`config.mk`:
```
export PLATFORM = sky130hd
export DESIGN_NAME = ce_timer_bank
export DESIGN_NICKNAME = d
export VERILOG_FILES = /design/src/rtl/ce_timer_bank.sv
export SDC_FILE = /design/constraint.sdc
export NUM_CORES = 1
export LEC_CHECK = 0
export CORE_MARGIN = 1
export CORE_UTILIZATION = 55
export CTS_CLUSTER_SIZE = 8
export DETAILED_ROUTE_END_ITERATION = 6
export DONT_BUFFER_PORTS = 1
export GPL_TIMING_DRIVEN = 0
export PLACE_DENSITY = 0.69
export SLEW_MARGIN = 20
export SYNTH_ARGS = -nofsm -noshare
export SYNTH_HDL_FRONTEND = slang
export SYNTH_SLANG_ARGS = --single-unit
```
`constraint.sdc`:
```
create_clock -name clk -period 8.8 [get_ports clk]
set_input_delay 0 -clock clk [delete_from_list [all_inputs] [get_ports clk]]
set_output_delay 0 -clock clk [all_outputs]
set_load 0.02 [all_outputs]
```
`src/rtl/ce_timer_bank.sv`:
```
// Bank of programmable clock-enable dividers with a square-wave tap per channel,
// plus a phase-selected interrupt driven by one channel's enable pulses.
module ce_timer_bank #(
    parameter int NUM_CH     = 3,
    parameter int CNT_W      = 16,
    parameter int IRQ_SRC    = 2,
    parameter int IRQ_PERIOD = 14,
    parameter int IRQ_PHASE  = 12
) (
    input  logic                    clk,
    input  logic                    rst,
    input  logic                    run,
    input  logic                    resync,
    input  logic [NUM_CH*CNT_W-1:0] div,
    input  logic                    irq_ack,
    output logic [NUM_CH-1:0]       ce,
    output logic [NUM_CH-1:0]       sq,
    output logic                    irq,
    output logic                    irq_pulse,
    output logic [7:0]              irq_count
);

    localparam logic [7:0]       PHASE_V = 8'(IRQ_PHASE);
    localparam logic [7:0]       LAST_V  = 8'(IRQ_PERIOD - 1);
    localparam logic [CNT_W-1:0] ONE     = CNT_W'(1);

    // Low for the first edge after reset: that edge only latches the divisors.
    logic live_q;

    genvar gi;
    generate
        for (gi = 0; gi < NUM_CH; gi++) begin : g_ch
            logic [CNT_W-1:0] cnt_q, cnt_d;
            logic [CNT_W-1:0] per_q, per_d;
            logic [CNT_W-1:0] per_eff;
            logic             at_end;

            assign per_eff = (per_q == '0) ? ONE : per_q;
            assign at_end  = (cnt_q == per_eff - ONE);
            assign ce[gi]  = live_q & run & ~resync & at_end;
            assign sq[gi]  = (cnt_q >= (per_eff >> 1));

            always_comb begin
                cnt_d = cnt_q;
                per_d = per_q;
                if (!live_q || resync) begin
                    cnt_d = '0;
                    per_d = div[gi*CNT_W +: CNT_W];
                end else if (run) begin
                    if (at_end) begin
                        // Divisor is only sampled at the period boundary.
                        cnt_d = '0;
                        per_d = div[gi*CNT_W +: CNT_W];
                    end else begin
                        cnt_d = cnt_q + ONE;
                    end
                end
            end

            always_ff @(posedge clk or posedge rst) begin
                if (rst) begin
                    cnt_q <= '0;
                    per_q <= '0;
                end else begin
                    cnt_q <= cnt_d;
                    per_q <= per_d;
                end
            end
        end
    endgenerate

    logic [7:0] irq_cnt_q, irq_cnt_d;
    logic       irq_q, irq_d;
    logic       irq_pulse_q;
    logic       src_ce;
    logic       irq_set;

    assign src_ce  = ce[IRQ_SRC];
    assign irq_set = src_ce && (irq_cnt_q == PHASE_V);

    always_comb begin
        irq_cnt_d = irq_cnt_q;
        if (!live_q || resync) begin
            irq_cnt_d = '0;
        end else if (src_ce) begin
            irq_cnt_d = (irq_cnt_q == LAST_V) ? 8'd0 : irq_cnt_q + 8'd1;
        end
        // A set event outranks a simultaneous acknowledge.
        irq_d = irq_set ? 1'b1 : (irq_ack ? 1'b0 : irq_q);
    end

    always_ff @(posedge clk or posedge rst) begin
        if (rst) begin
            live_q      <= 1'b0;
            irq_cnt_q   <= '0;
            irq_q       <= 1'b0;
            irq_pulse_q <= 1'b0;
        end else begin
            live_q      <= 1'b1;
            irq_cnt_q   <= irq_cnt_d;
            irq_q       <= irq_d;
            irq_pulse_q <= irq_set;
        end
    end

    assign irq       = irq_q;
    assign irq_pulse = irq_pulse_q;
    assign irq_count = irq_cnt_q;

endmodule

```
==> impl_metrics.prom <==
# TYPE chip_impl_metric gauge
chip_impl_info{name="result_of_the_run",value="completed"} 1
chip_impl_info{name="post-synth-top-area-cell",value="dfrtp_1"} 1
chip_impl_metric{name="numCtsBuffers",unit=""} 9
chip_impl_info{name="unrepaired_setup_endpoints_after_global_routing",value="false"} 1
chip_impl_metric{name="drive_gt1_share",unit="%"} 8.56
chip_impl_metric{name="via_count",unit=""} 6264
chip_impl_metric{name="p_total",unit="mW"} 1.17
chip_impl_metric{name="finalClockSkew",unit="ns"} 0.00652
chip_impl_metric{name="ff_latch_count_synth",unit=""} 107
chip_impl_metric{name="clockBufferDepth",unit=""} 2
chip_impl_metric{name="edff_count_synth",unit=""} 0
chip_impl_info{name="endpoint_kind",value="flop"} 1
chip_impl_metric{name="synthesis.yosys.warnings",unit=""} 0
chip_impl_metric{name="total_number_of_placement_rows",unit=""} 42
chip_impl_metric{name="synth.net_count",unit=""} 940
chip_impl_metric{name="r2r_slack",unit="ns"} 3.78
chip_impl_metric{name="grt_start_max_net_pins",unit=""} 62
chip_impl_metric{name="final_weighted_congestion_in_routability_driven_placement",unit=""} 0.867
chip_impl_metric{name="route.detailed.wl_per_inst",unit="um"} 16.6
chip_impl_metric{name="core_area",unit="um2"} 13400
chip_impl_metric{name="path_max_fanout",unit=""} 10
chip_impl_metric{name="clock_insertion_delay_worst_skew",unit="ns"} 0.36
chip_impl_metric{name="route.final.wire_length",unit="um"} 17900
chip_impl_metric{name="asyncSetResetFlopFracSynth",unit="%"} 100
chip_impl_metric{name="hold_viol",unit=""} 0
chip_impl_metric{name="floorplan.die.height",unit="um"} 120
chip_impl_info{name="worst_hold_path_type",value="input port to flop"} 1
chip_impl_info{name="synth_area_leaders",value="dfrtp_1, ha_1, xnor2_1"} 1
chip_impl_metric{name="routed_via_density",unit=""} 5.82
chip_impl_metric{name="die_w",unit="um"} 120
chip_impl_metric{name="use_met3",unit="%"} 4.47
chip_impl_metric{name="grt.overflow.total",unit=""} 0
chip_impl_metric{name="hold_ws",unit="ns"} 0.0489
chip_impl_metric{name="maxSlewViolCount",unit=""} 0
chip_impl_metric{name="cap_violations",unit=""} 0
chip_impl_info{name="type_of_the_setup_path_with_the_least_slack",value="flop to flop"} 1
chip_impl_metric{name="dieArea",unit="um2"} 14400
chip_impl_metric{name="finalSetupTns",unit="ns"} 0
chip_impl_metric{name="report.final.setup_viol",unit=""} 0
chip_impl_metric{name="grt_util_all_layers",unit="%"} 26.2
chip_impl_metric{name="pre_cts_ws",unit="ns"} 3.77
chip_impl_metric{name="growth_of_design_area_from_synthesis_to_finish",unit="%"} 14.2
chip_impl_info{name="cts_root_buf",value="clkbuf_16"} 1
chip_impl_metric{name="synth_sequential_area_ratio",unit="%"} 35.1
chip_impl_metric{name="globalRouteMet2Util",unit="%"} 44.9
chip_impl_info{name="worst_setup_path_start_kind",value="flop"} 1
chip_impl_metric{name="detail_route.iter0.violations",unit=""} 382
chip_impl_metric{name="maximum_vdd_ir_drop",unit="mV"} 0.0882
chip_impl_metric{name="synthesis.instances",unit=""} 833
chip_impl_metric{name="post-cts-setup-buffer-count",unit=""} 0
chip_impl_info{name="tritoncts_clock_tree",value="built"} 1
chip_impl_metric{name="dpl.hpwl",unit="um"} 13000
chip_impl_metric{name="finalWorstPathRequiredPeriod",unit="ns"} 5.02
chip_impl_info{name="grt_busiest_layer",value="met2"} 1
chip_impl_metric{name="route.antenna.remaining_nets",unit=""} 0
chip_impl_metric{name="initial_utilization",unit="%"} 57.0
chip_impl_metric{name="route.detailed.drc",unit=""} 0
chip_impl_metric{name="cts_num_sinks",unit=""} 107
chip_impl_metric{name="setup_ws",unit="ns"} 3.78
chip_impl_metric{name="worstPathArrival",unit="ns"} 5.26
chip_impl_metric{name="required",unit="ns"} 9.04
chip_impl_metric{name="power_density",unit="nW/um2"} 134
chip_impl_metric{name="num-nets-final",unit=""} 1003
chip_impl_metric{name="maxSlewHeadroom",unit="%"} 36.2
chip_impl_metric{name="io_buffers",unit=""} 0
chip_impl_metric{name="groute.layer.met1.usage",unit="%"} 34.3
chip_impl_metric{name="post_synth.cell_area_avg",unit="um2"} 9.17
chip_impl_metric{name="max_slew.worst_pin.slew",unit="ns"} 0.948
chip_impl_metric{name="initial_antenna_violation_count",unit=""} 0
chip_impl_metric{name="floorplan.io_pins",unit=""} 69
chip_impl_metric{name="insertedDiodeCount",unit=""} 0
chip_impl_metric{name="grt_first_pass_wirelength",unit="um"} 30200
chip_impl_metric{name="clkSlewWorstSetupHoldPaths",unit="ns"} 0.07
chip_impl_info{name="postSynth.topFlopCell",value="dfrtp_1"} 1
chip_impl_metric{name="clock_tree.htree_level_count",unit=""} 3
chip_impl_metric{name="detailed_routing_iterations_pass_1",unit=""} 7
chip_impl_metric{name="nFillCells",unit=""} 1112
chip_impl_metric{name="post_syn_area",unit="um2"} 7640
chip_impl_metric{name="max_freq",unit="MHz"} 199
chip_impl_metric{name="cellLeakagePower",unit="nW"} 3.80
chip_impl_metric{name="netlist-cell-type-count",unit=""} 66
chip_impl_metric{name="grt_pass1_vias",unit=""} 6193
chip_impl_metric{name="synth_largest_type_area_fraction",unit="%"} 35.1
chip_impl_metric{name="post_cts_resize_count",unit=""} 0
chip_impl_metric{name="finalCritPeriodShare",unit="%"} 57.1
-- area by class of cell --
cell class,instances,area [um2],area share [%]
Buffer,38,175,2.01
Clock buffer,9,225,2.58
Clock inverter,6,98.8,1.13
Inverter,60,230,2.64
Multi-Input combinational cell,628,4560,52.3
Sequential cell,107,2680,30.7
Tap cell,176,220,2.52
Timing Repair Buffer,52,538,6.17
-- Yosys cell counts (4+ instances only) --
cell,count
ha_1,54
mux2_2,32
o31ai_1,4
a21oi_1,32
and4_1,5
nand4_1,20
nor3_1,16
dfrtp_1,107
xnor2_1,46
nor2b_1,9
a211oi_1,8
mux2_4,10
nand2_1,41
nand2b_1,13
a31oi_1,5
buf_2,5
nand3_1,29
xor2_1,46
clkbuf_1,28
inv_1,59
nor4b_1,7
a21o_1,16
mux2_1,7
and3_1,15
or4_1,17
nor4_1,13
nor2_1,87
nor3b_1,7
o21ai_0,24
or3_1,9
-- power by group --
group | switching (mW) | total, mW | internal (mW)
sequential | 0.0273 | 0.538 | 0.511
clock | 0.198 | 0.450 | 0.253
combinational | 0.0933 | 0.177 | 0.0838
total | 0.318 | 1.17 | 0.847
-- metrics by stage --
| stage | util [%] | cell area (um2) | std cells |
|---|---|---|---|
| 3_3_place_gp | 58.6 | 7860 | 1009 |
| 3_5_place_dp | 58.9 | 7890 | 1010 |
| 2_1_floorplan | - | 7640 | 833 |
| 5_1_grt | 65.1 | 8730 | 1076 |
| 6_report | 65.1 | 8730 | 1076 |
| 4_1_cts | 65.1 | 8730 | 1076 |
-- flip-flops by register name, summed over array words and instances (netlist names) --
signal      cells
g_ch.cnt_q     48
g_ch.per_q     48
irq_count       8
irq             1
irq_pulse       1
live_q          1
-- metal layers --
metal / vias up / routed length (um)
met5: - / 0
li1: 3063 / -
met1: 3060 / 8210
met3: 17 / 725
met4: 0 / 193
met2: 124 / 8770
-- cell usage in the layout (no fill, tap or decap), types with 4 or more instances in the layout --
| cell | n |
|---|---|
| nor2b_1 | 9 |
| or3_1 | 9 |
| nor3b_1 | 7 |
| nor4b_1 | 7 |
| dlygate4sd3_1 | 51 |
| nand3_1 | 29 |
| inv_1 | 58 |
| or4_1 | 17 |
| nand2b_1 | 13 |
| dfrtp_1 | 107 |
| buf_2 | 5 |
| ha_1 | 54 |
| nand4_1 | 20 |
| nor3_1 | 16 |
| a31oi_1 | 5 |
| o31ai_1 | 4 |
| mux2_1 | 7 |
| mux2_4 | 10 |
| xor2_1 | 46 |
| clkbuf_16 | 9 |
| o21ai_0 | 24 |
| nor4_1 | 13 |
| mux2_2 | 32 |
| a21oi_1 | 32 |
| a21o_1 | 16 |
| nand2_1 | 41 |
| clkbuf_1 | 28 |
| a211oi_1 | 8 |
| and4_1 | 5 |
| and3_1 | 15 |
| nor2_1 | 87 |
| xnor2_1 | 46 |
-- critical path: stages, from the launching register on --
cell	delay (ns)
dfrtp_1	0.33
clkbuf_1	0.30
nor4_1	0.21
and3_1	0.27
a21oi_1	0.24
ha_1	0.28
or3b_2	0.49
or3_1	0.35
a2111oi_0	0.40
nand4_1	0.14
nor4_1	0.35
o2111ai_1	0.35
o21ai_1	0.49
buf_2	0.33
mux2_2	0.37
-- path summary, 6_finish.rpt --
kind                       cells after the start             start           endpoint
max                                           14  g_ch[0].per_q[4]  g_ch[0].per_q[14]
min                                            3            resync  g_ch[1].per_q[15]
max reg2reg                                   14  g_ch[0].per_q[4]  g_ch[0].per_q[14]
min reg2reg                                    2            live_q   g_ch[1].cnt_q[1]
max in group asynchronous                      3               rst  g_ch[2].per_q[12]
min in group asynchronous                      2               rst   g_ch[1].per_q[9]
-- kinds of logic after synthesis --
kind of cell             Yosys count  share of synthesized area [%]
AND/OR/NAND/NOR                  307                           21.6
other                              1                         0.0491
buffers and inverters             98                           5.24
adder cells (fa/ha/maj)           54                           8.85
XOR/XNOR                          92                           10.5
flip-flops                       107                           35.1
AO/OA/AOI/OAI                    122                           10.6
multiplexers                      52                           8.11
-- what timing repair did --
action / CTS / global route
hold buffers: 51 / 0
endpoints found under the hold margin: 157 / 0
endpoints found under the setup margin: 0 / 0
No activity file was read; power rests on OpenSTA's default activity.
